<file path="src/rtl/fifo_2_unpack.sv">
// Pair-in / word-out FIFO: accepts (d1,d2) pairs and drains one word per pop, FWFT.
// Define FIFO2_UNPACK_HALF_ACCEPT_EN to store d1 alone when exactly one slot is free.
module fifo_2_unpack #(
    parameter int D_WIDTH    = 31,
    parameter int BUFF_WIDTH = 4
) (
    input  logic                  clk,
    input  logic                  reset,
    input  logic                  req,
    input  logic [D_WIDTH-1:0]    d1,
    input  logic [D_WIDTH-1:0]    d2,
    output logic                  ready_in,
    output logic [D_WIDTH-1:0]    q,
    output logic                  valid,
    input  logic                  pop,
    output logic [BUFF_WIDTH:0]   count,
    output logic                  overflow
);
    localparam int DEPTH = 1 << BUFF_WIDTH;
    localparam logic [BUFF_WIDTH:0] DEPTH_C = (BUFF_WIDTH+1)'(DEPTH);

    logic [D_WIDTH-1:0]    mem [DEPTH];
    logic [BUFF_WIDTH-1:0] head, tail;
    logic [BUFF_WIDTH:0]   free, count_next;
    logic                  wr_pair, wr_half, pop_ok, drop;

    // Space is judged on the pre-edge count only; a same-cycle pop never makes room.
    assign free     = DEPTH_C - count;
    assign ready_in = (free >= (BUFF_WIDTH+1)'(2));
    assign valid    = (count != '0);
    assign q        = mem[tail];

    assign wr_pair = req & ready_in;
`ifdef FIFO2_UNPACK_HALF_ACCEPT_EN
    assign wr_half = req & (free == (BUFF_WIDTH+1)'(1));
`else
    assign wr_half = 1'b0;
`endif
    assign drop    = req & ~ready_in;
    assign pop_ok  = pop & valid;

    // wr_pair and wr_half are exclusive, so {wr_pair,wr_half} is the word count written.
    assign count_next = count + (BUFF_WIDTH+1)'({wr_pair, wr_half})
                              - (BUFF_WIDTH+1)'(pop_ok);

    always_ff @(posedge clk) begin
        if (!reset) begin
            head     <= '0;
            tail     <= '0;
            count    <= '0;
            overflow <= 1'b0;
        end else begin
            if (wr_pair)
                head <= head + BUFF_WIDTH'(2);
            else if (wr_half)
                head <= head + BUFF_WIDTH'(1);
            if (pop_ok)
                tail <= tail + BUFF_WIDTH'(1);
            if (drop)
                overflow <= 1'b1;
            count <= count_next;
        end
    end

    // Storage is never cleared; gating on reset keeps reset dominant over req.
    always_ff @(posedge clk) begin
        if (reset) begin
            if (wr_pair || wr_half)
                mem[head] <= d1;
            if (wr_pair)
                mem[head + BUFF_WIDTH'(1)] <= d2;
        end
    end
endmodule

</file>
<file path="config.mk">
export PLATFORM = sky130hd
export DESIGN_NAME = fifo_2_unpack
export DESIGN_NICKNAME = d
export VERILOG_FILES = /design/src/rtl/fifo_2_unpack.sv
export SDC_FILE = /design/constraint.sdc
export NUM_CORES = 1
export LEC_CHECK = 0
export ABC_AREA = 1
export CAP_MARGIN = 20
export CORE_MARGIN = 10
export CORE_UTILIZATION = 45
export DETAILED_ROUTE_END_ITERATION = 6
export GPL_TIMING_DRIVEN = 0
export PLACE_DENSITY = 0.63
export SLEW_MARGIN = 0
export SYNTH_ARGS = -nofsm -noshare
export SYNTH_HDL_FRONTEND = slang
export SYNTH_SLANG_ARGS = --single-unit
</file>
<file path="constraint.sdc">
create_clock -name clk -period 4.5 [get_ports clk]
set_input_delay 0.9 -clock clk [delete_from_list [all_inputs] [get_ports clk]]
set_output_delay 0.9 -clock clk [all_outputs]
set_load 0.01 [all_outputs]
</file>
; Word level (Yosys, flattened, before mapping)
; Memory sizes are Yosys's and may differ from the RTL's. A register that Yosys moved wholly into a read port is not among the register bits.
; Cells that the tools add are included.
[op_classes]
bitwise = 4
reduce_logical = 1
n_mux = 5
order_cmp = 1
add_sub_neg = 6
[op_table]
columns = op, n
row1 = "adder 4 x 1 -> 4 bit, second input constant", 2
row2 = 2-to-1 mux 4 bit, 2
row3 = adder 5 x 2 -> 5 bit, 1
row4 = "greater-or-equal comparator 5 x 2 -> 1 bit, second input constant", 1
row5 = nonzero test 5 bit, 1
row6 = subtractor 5 x 1 -> 5 bit, 1
row7 = "subtractor 5 bit, first input constant", 1
row8 = "adder 4 x 2 -> 4 bit, second input constant", 1
row9 = bitwise AND 1 bit, 3
row10 = 2-to-1 mux 1 bit, 3
row11 = NOT 1 bit, 1
[word_totals]
mem_bits_rw = 496
regBits = 14
wordCells = 22
input_bits = 66
mem_count = 1
out_inout_bits = 39
[mem_list]
columns = name, depth, width, rd, rd_clocked_by_memory_dff, wr, line_no
row1 = mem, 16, 31, 1, 1, 2, 22  ; logic [D_WIDTH-1:0] mem [DEPTH];

; Logic depth before layout (Yosys ltp)
; Gate-level depths: netlist of run 1.
[logic_depth]
ltp_word = 6
ltp_mapped = 16
ltp_nobuf = 16

; Least setup slack after synthesis of run 1
; Ideal clock, no wire load.
[synth_timing]
kind = register to register
from = register count[2]
to = memory mem[0][0] (enable)
t_arrival_ps = 4315
slack_ps = -297
path_buffers = 0
setup_time_ps = 482
path_stages_with_launch = 13
t_required_ps = 4018
period_less_slack_ps = 4797
path_cell_list = dfxtp_1 inv_1 ha_1 nand2_1 inv_1 ha_1 nand2_1 nor2_1 nand3_1 nand2_1 inv_1 nand2_1 nor2_1
[synth_rtl]
columns = element, line_no
row1 = from (decl), 16  ; output logic [BUFF_WIDTH:0] count,
row2 = from (signal assigned), 61  ; count <= count_next;
row3 = to (decl), 22

==> metrics.md, run 1 <==
| Metric | Value |
|---|---|
| Outcome | `completed` |
| Initial antenna violation count | `2` |
| Power density normalized to cell area | `530 mW/mm²` |
| RD Place Congestion | `0.830` |
| Worst-path cell chain | `buf_2 -> buf_2 -> buf_1 -> o211ai_1 -> nand3_1 -> nand3_1 -> nand2_1 -> clkdlybuf4s50_1` |
| Core box area | `0.0465 mm²` |
| Vias per inst | `5.59` |
| Fraction of final layout cells sized beyond drive strength 1 | `0.0831` |
| Synthesis-to-layout area growth | `18.1%` |
| Xor-xnor portion of the synthesized cell area | `0.00125` |
| Worst relative slew slack | `0.222` |
| CTS sink cnt | `513` |
| Total vias in the final route | `13,900` |
| Resize count post-CTS | `0` |
| WS Path Type | `register to output pin` |
| Fraction of the mapped netlist area in simple logic gates | `0.0816` |
| Setup repair after global routing missed its margin | `no` |
| CP max FO | `10` |
| Sum of internal, switching and leakage power | `13.2 mW` |
| GRT Util Overall | `0.206` |
| Grt total ovfl | `0` |
| Sequential fraction of the synthesis area | `0.722` |
| Mean Syn Cell Area | `12.6 µm²` |
| Wire length on met2 | `27.8 mm` |
| Hold Buf Count CTS | `0` |
| Sequential cell area | `0.0152 mm²` |
| Hold Violations, Final | `0` |
| Worst slack at placement | `858 ps` |
| Maximum ir drop on the vdd rail | `0.328 mV` |
| Clock slew seen by the registers of the worst setup and hold paths | `60 ps` |
| Multi-input gate area | `0.00419 mm²` |
| Total met3 wirelength after detailed routing | `6.11 mm` |
| Number of global-route vias before repair | `13,500` |
| Asr flop ratio synth | `0` |
| Largest net degree at the start of global routing | `31` |
| Worst path slowest cell | `sky130_fd_sc_hd__buf_1` |
| Fin. max-slew vios | `0` |
| Largest cells by area after synthesis | `sky130_fd_sc_hd__edfxtp_1 71%, sky130_fd_sc_hd__inv_1 4.8%, sky130_fd_sc_hd__nand3_1 4.5%` |
| Count of endpoints failing setup in the final report | `0` |
| Flip-flop cell with the highest count after synthesis | `sky130_fd_sc_hd__edfxtp_1` |
| DIE AREA | `0.0559 mm²` |
| Crit start category | `register` |
| Remaining antenna violation count | `0` |
| Starting utilization of the core area | `0.454` |
| # Max-Cap Violations | `0` |
| Clock insertion delay at the later pin of the skew report | `600 ps` |
| Count of pins on the block boundary | `105` |
| Half-perimeter wire length of the detailed placement result | `37.4 mm` |
| Met1 Routed Length | `23.8 mm` |
| Tightest Pin Transition | `1170 ps` |
| EDFF count, synth | `496` |
| Wire length of the first global-routing pass | `86.8 mm` |
| Min setup slack post-route | `181 ps` |
| Library cell with the highest instance count after synthesis | `sky130_fd_sc_hd__edfxtp_1` |
| H-Tree Depth | `2` |
| Post-Syn Area | `0.0211 mm²` |
| DR DRC count | `0` |
| Portion of the clock cycle consumed by the worst path in the final layout | `0.960` |
| Max Clock Freq | `232 MHz` |
| Share of the synthesized area in the top cell type | `0.706` |
| Cell types with the highest counts after synthesis | `496 x sky130_fd_sc_hd__edfxtp_1, 271 x sky130_fd_sc_hd__inv_1, 191 x sky130_fd_sc_hd__nand3_1` |
| Num CTS Buffers | `51` |
| Post-CTS Repair Setup Buffers | `0` |
| Worst endpoint required time | `3600 ps` |
| I/O Buffers | `103` |
| Number of cells produced by synthesis | `1,678` |
| Class of the worst hold path | `register to register` |
| Iter 0 DRT Violations | `1,464` |
| Root buffer selected by CTS | `sky130_fd_sc_hd__clkbuf_16` |
| CTS tree | `done` |
| Stage delay of the slowest cell on the critical path | `770 ps` |
| Number of rows in the core area | `79` |
| Clk buf depth | `3` |
| Yosys reg bits | `513` |
| Minimum period implied by the final worst setup slack | `4320 ps` |
| Filler instances | `3,855` |
| Number of nets produced by synthesis | `1,756` |
| Horiz. Die Dim | `236 µm` |
| Post-detailed-routing wire length | `59.4 mm` |
| Main combinational cell family by area after synthesis | `compound AO/OA/AOI/OAI gates` |
| Detailed-route wire length per cell | `23.8 µm` |
| Vert. Die Dim | `236 µm` |
| Multiplexer share of the synthesized area | `0` |
| Synthesized-area fraction occupied by ao, oa, aoi and oai cells | `0.106` |
| Critical path arrival | `3420 ps` |
| Cell type with the highest aggregate area in the netlist | `sky130_fd_sc_hd__edfxtp_1` |
| Post-synthesis share of cell area spent on full adders, half adders and majority gates | `0.00747` |
| Count of TritonRoute iterations in the first routing pass | `5` |
| Worst hold slack | `450 ps` |
| Static Leak | `8.96 nW` |
| Worst Clk Skew | `23.1 ps` |
| Total number of yosys warnings | `0` |
| Crit path capture type | `output pin` |
| Number of distinct library cell variants in the gate-level netlist after synthesis | `25` |
| Final net count | `1,928` |
| Max layer used | `met5` |
## stage by stage
step / TNS (ps) / area [µm²] / cells / utilization
2_1_floorplan: -73760 / 21100 / 1678 / -
3_3_place_gp: -740260 / 22900 / 2388 / 0.493
3_5_place_dp: 0 / 23300 / 2404 / 0.501
4_1_cts: 0 / 24900 / 2496 / 0.536
5_1_grt: 0 / 24900 / 2496 / 0.536
6_report: 0 / 24900 / 2497 / 0.536
## layout make-up
| type | instances | share of cell area |
|---|---|---|
| diodes | 1 | 0.000100 |
| plain buffers | 103 | 0.0282 |
| clock buffers | 73 | 0.0583 |
| clock inverters | 19 | 0.00723 |
| inverters | 272 | 0.0410 |
| multi-input cells | 790 | 0.168 |
| flip-flops and latches | 513 | 0.612 |
| well taps | 607 | 0.0305 |
| repair buffers | 119 | 0.0546 |
## final timing paths
| path | start | to | slack [ps] | cells past startpoint |
|---|---|---|---|---|
| worst max-delay path | register | q[10] | 180 | 8 |
| worst min-delay path | tail[3]$_SDFFE_PN0P_ | register | 450 | 1 |
| worst max register to register | count[2]$_SDFF_PN0_ | mem[7][19]$_DFFE_PP_ | 1070 | 12 |
| worst min register to register | tail[3]$_SDFFE_PN0P_ | register | 450 | 1 |
## routing by layer
metal,global-route usage,vias up
met1,0.274,6820
met4,0.0751,2
met2,0.324,736
li1,-,6290
met5,0,-
met3,0.0475,98
## layout by cell type, fill, tap and decap left out, drive strengths merged, types with 11 or more instances in the layout
| master | Yosys | final |
|---|---|---|
| a21oi | 131 | 131 |
| clkdlybuf4s50 | 0 | 103 |
| o211ai | 124 | 124 |
| nand2 | 176 | 176 |
| ha | 11 | 11 |
| clkinv | 0 | 15 |
| clkbuf | 30 | 103 |
| edfxtp | 496 | 496 |
| o21ai | 128 | 128 |
| nand3 | 191 | 191 |
| buf | 73 | 89 |
| inv | 272 | 272 |
| nor2 | 21 | 21 |
| dfxtp | 17 | 17 |
## critical path: cells and delay by family, from the launching register on
family / cells / cell delay (ps)
compound gates: 1 / 200
simple gates: 3 / 390
flops: 1 / 420
buf+inv: 4 / 1800
## cell families (layout without fill, tap and decap cells)
kind of cell	count (synthesis)	after routing
buffers and inverters	375	586
and+or+nand+nor	392	392
AOI/OAI and AO/OA	383	383
other	0	1
DFF	513	513
adders and majority gates	12	12
xor gates and xnor gates	3	3
## sequential cells by signal, summed over array words and instances, names as in the netlist, named ones only
signal / cells
count: 5
overflow: 1
mem: 496
head: 3
tail: 4
## report_power, final
group	leakage (nW)	switching, mW	internal (mW)
Combinational	3.55	2.20	1.23
Clock	0.794	1.74	2.45
Sequential	4.62	0.0806	5.50
No activity file was read; power rests on OpenSTA's default activity.
==> inputs of run 2 (changes only) <==
--- a/config.mk
+++ b/config.mk
@@ -12,6 +12,7 @@
 export DETAILED_ROUTE_END_ITERATION = 6
 export GPL_TIMING_DRIVEN = 0
 export PLACE_DENSITY = 0.63
+export RECOVER_POWER = 25
 export SLEW_MARGIN = 0
 export SYNTH_ARGS = -nofsm -noshare
 export SYNTH_HDL_FRONTEND = slang
==> run 2 against run 1 <==
  * Cell count is the same
  * Total power is essentially flat
  * Clock skew grew 1.6 ps
  * Combinational power is essentially flat
  * Worst setup slack gained 12 ps
  * Sequential cell count is the same
  * Register-to-register slack is essentially flat
  * Non-clock buffer count is the same
  * Critical endpoint unchanged
  * Largest cell class unchanged
==> metrics.md, run 2 (synthesis gave the netlist of run 1 again) <==
| Metric | Value |
|---|---|
| Post-CTS Repair Setup Buffers | `0 (unchanged)` |
| DIE AREA | `0.0559 mm² (unchanged)` |
| Static Leak | `8.97 nW (was 8.96 nW)` |
| Leading cell type in the layout, fill and taps excluded | `sky130_fd_sc_hd__edfxtp_1 (unchanged)` |
| I/O Buffers | `103 (unchanged)` |
| Iter 0 DRT Violations | `1,465 (was 1,464)` |
| Remaining antenna violation count | `0 (unchanged)` |
| Portion of the clock cycle consumed by the worst path in the final layout | `0.957 (was 0.960)` |
| Fraction of final layout cells sized beyond drive strength 1 | `0.0831 (unchanged)` |
| Worst endpoint required time | `3600 ps (about the same)` |
| Stage delay of the slowest cell on the critical path | `760 ps (was 770 ps)` |
| Worst hold slack | `450 ps (about the same)` |
| Crit start category | `register (unchanged)` |
| Tightest Pin Transition | `1160 ps (was 1170 ps)` |
| Worst path slowest cell | `sky130_fd_sc_hd__buf_1 (unchanged)` |
| Max Clock Freq | `232 MHz (about the same)` |
| Power density normalized to cell area | `530 mW/mm² (about the same)` |
| Largest net degree at the start of global routing | `31 (unchanged)` |
| Clock insertion delay at the later pin of the skew report | `600 ps (about the same)` |
| Outcome | `completed (unchanged)` |
| Setup repair after global routing missed its margin | `no (unchanged)` |
| Horiz. Die Dim | `236 µm (unchanged)` |
| Critical path arrival | `3410 ps (was 3420 ps)` |
| Post-route cell area | `0.0249 mm² (unchanged)` |
| Resize count post-CTS | `0 (unchanged)` |
| Register-to-Register Path Depth | `12 (unchanged)` |
| Count of TritonRoute iterations in the first routing pass | `6 (was 5)` |
| Maximum ir drop on the vdd rail | `0.329 mV (was 0.328 mV)` |
| Fin. max-slew vios | `0 (unchanged)` |
| Hold Buf Count CTS | `0 (unchanged)` |
| Starting utilization of the core area | `0.454 (unchanged)` |
| Hold Violations, Final | `0 (unchanged)` |
| DR DRC count | `0 (unchanged)` |
| Setup slack on the worst flop-to-flop path | `1080 ps (was 1070 ps)` |
| Detailed-route wire length per cell | `23.8 µm (about the same)` |
| Count of pins on the block boundary | `105 (unchanged)` |
| CTS tree | `done (unchanged)` |
| CTS sink cnt | `513 (unchanged)` |
| Synthesis-to-layout area growth | `18.1% (unchanged)` |
| H-Tree Depth | `2 (unchanged)` |
| Number of flip-flops under the largest register name | `496 (unchanged)` |
| Sum of internal, switching and leakage power | `13.2 mW (about the same)` |
| Core box area | `0.0465 mm² (unchanged)` |
| Initial antenna violation count | `3 (was 2)` |
| Number of global-route vias before repair | `13,500 (unchanged)` |
| Minimum period implied by the final worst setup slack | `4310 ps (was 4320 ps)` |
| Reg with most FFs | `mem (unchanged)` |
| Count of endpoints failing setup in the final report | `0 (unchanged)` |
| Vert. Die Dim | `236 µm (unchanged)` |
| # Max-Cap Violations | `0 (unchanged)` |
| Start point of the worst min-delay path | `tail[3]$_SDFFE_PN0P_ (unchanged)` |
| Class of the worst hold path | `register to register (unchanged)` |
| Crit path capture type | `output pin (unchanged)` |
| Final net count | `1,928 (unchanged)` |
| Root buffer selected by CTS | `sky130_fd_sc_hd__clkbuf_16 (unchanged)` |
| Number of rows in the core area | `79 (unchanged)` |
| Wire length of the first global-routing pass | `86.8 mm (unchanged)` |
| Worst Clk Skew | `24.7 ps (was 23.1 ps)` |
| RD Place Congestion | `0.830 (unchanged)` |
| Instance area after placement | `0.0233 mm² (unchanged)` |
| Vias per inst | `5.59 (about the same)` |
| Worst-path cell chain | `buf_2 -> buf_2 -> buf_1 -> o211ai_1 -> nand3_1 -> nand3_1 -> nand2_1 -> clkdlybuf4s50_1 (unchanged)` |
| Commonest cells after routing, fill and taps aside | `496 x sky130_fd_sc_hd__edfxtp_1, 271 x sky130_fd_sc_hd__inv_1, 191 x sky130_fd_sc_hd__nand3_1, 176 x sky130_fd_sc_hd__nand2_1, 131 x sky130_fd_sc_hd__a21oi_1 (unchanged)` |
| Num CTS Buffers | `51 (unchanged)` |
| Clock slew seen by the registers of the worst setup and hold paths | `60 ps (about the same)` |
| Clk buf depth | `3 (unchanged)` |
| Largest registers | `mem (496), count (5), tail (4) (unchanged)` |
| Origin of the critical flop-to-flop path | `count[2]$_SDFF_PN0_ (unchanged)` |
| Worst relative slew slack | `0.228 (was 0.222)` |
| Hold depth | `1 (unchanged)` |
| WS Path Type | `register to output pin (unchanged)` |
| Post-detailed-routing wire length | `59.4 mm (about the same)` |
| Reg2Reg Capture Point | `mem[7][19]$_DFFE_PP_ (unchanged)` |
| Grt total ovfl | `0 (unchanged)` |
| CP max FO | `10 (unchanged)` |
| GRT Util Overall | `0.206 (unchanged)` |
| Half-perimeter wire length of the detailed placement result | `37.4 mm (unchanged)` |
| Total vias in the final route | `14,000 (was 13,900)` |
## run 2: changes by cell type in the layout (fill, tap and decap cells not counted), sizes merged
cell	delta
clkdlybuf4s50	-37
dlygate4sd3	+37
## run 2: report_power, final
group          switching (mW)  total [mW]  internal, mW
clock                    1.74        4.19          2.45
combinational            2.21        3.43          1.22
sequential             0.0804        5.58          5.50
total                    4.03        13.2          9.17
## run 2: metal layers
metal | GRT usage | share of wire | vias to the layer above
met2 | 0.324 | 0.47 | 699
met1 | 0.274 | 0.41 | 6869
met4 | 0.0751 | 0.029 | 2
li1 | - | - | 6284
met5 | 0 | 0.00022 | -
met3 | 0.0475 | 0.099 | 114
## run 2: how the worst max path moves through the flow
stage                         from                    to  slack, ps
6_report                  register                 q[10]        190
5_1_grt                   register                 q[10]        120
4_1_cts                   register                 q[10]        230
3_5_place_dp              register                 q[10]        860
3_3_place_gp                   req  mem[5][19]$_DFFE_PP_      -2570
2_1_floorplan  count[2]$_SDFF_PN0_   mem[0][0]$_DFFE_PP_       -300
## run 2: area by class of cell
type                    instances  area, µm²
plain buffers                 103        703
clock inverters                19        180
inverters                     272       1020
flip-flops and latches        513      15200
clock buffers                  73       1450
fillers                      3855      21600
diodes                          1       2.50
multi-input cells             790       4190
well taps                     607        759
repair buffers                119       1360
## run 2: per-stage QoR
step,setup slack [ps],TNS (ps),utilization,instances
global route,116,0,0.536,2496
global placement,-2570,-740260,0.493,2388
detailed placement,858,0,0.501,2404
finish,193,0,0.536,2497
CTS,228,0,0.536,2496
floorplan,-297,-73760,-,1678
## run 2: worst max-delay path, delay by kind of cell (launching register included)
family / cells / cell delay (ps)
buffers and inverters: 4 / 1800
flip-flops: 1 / 420
AND/OR/NAND/NOR: 3 / 390
AO/OA/AOI/OAI: 1 / 200
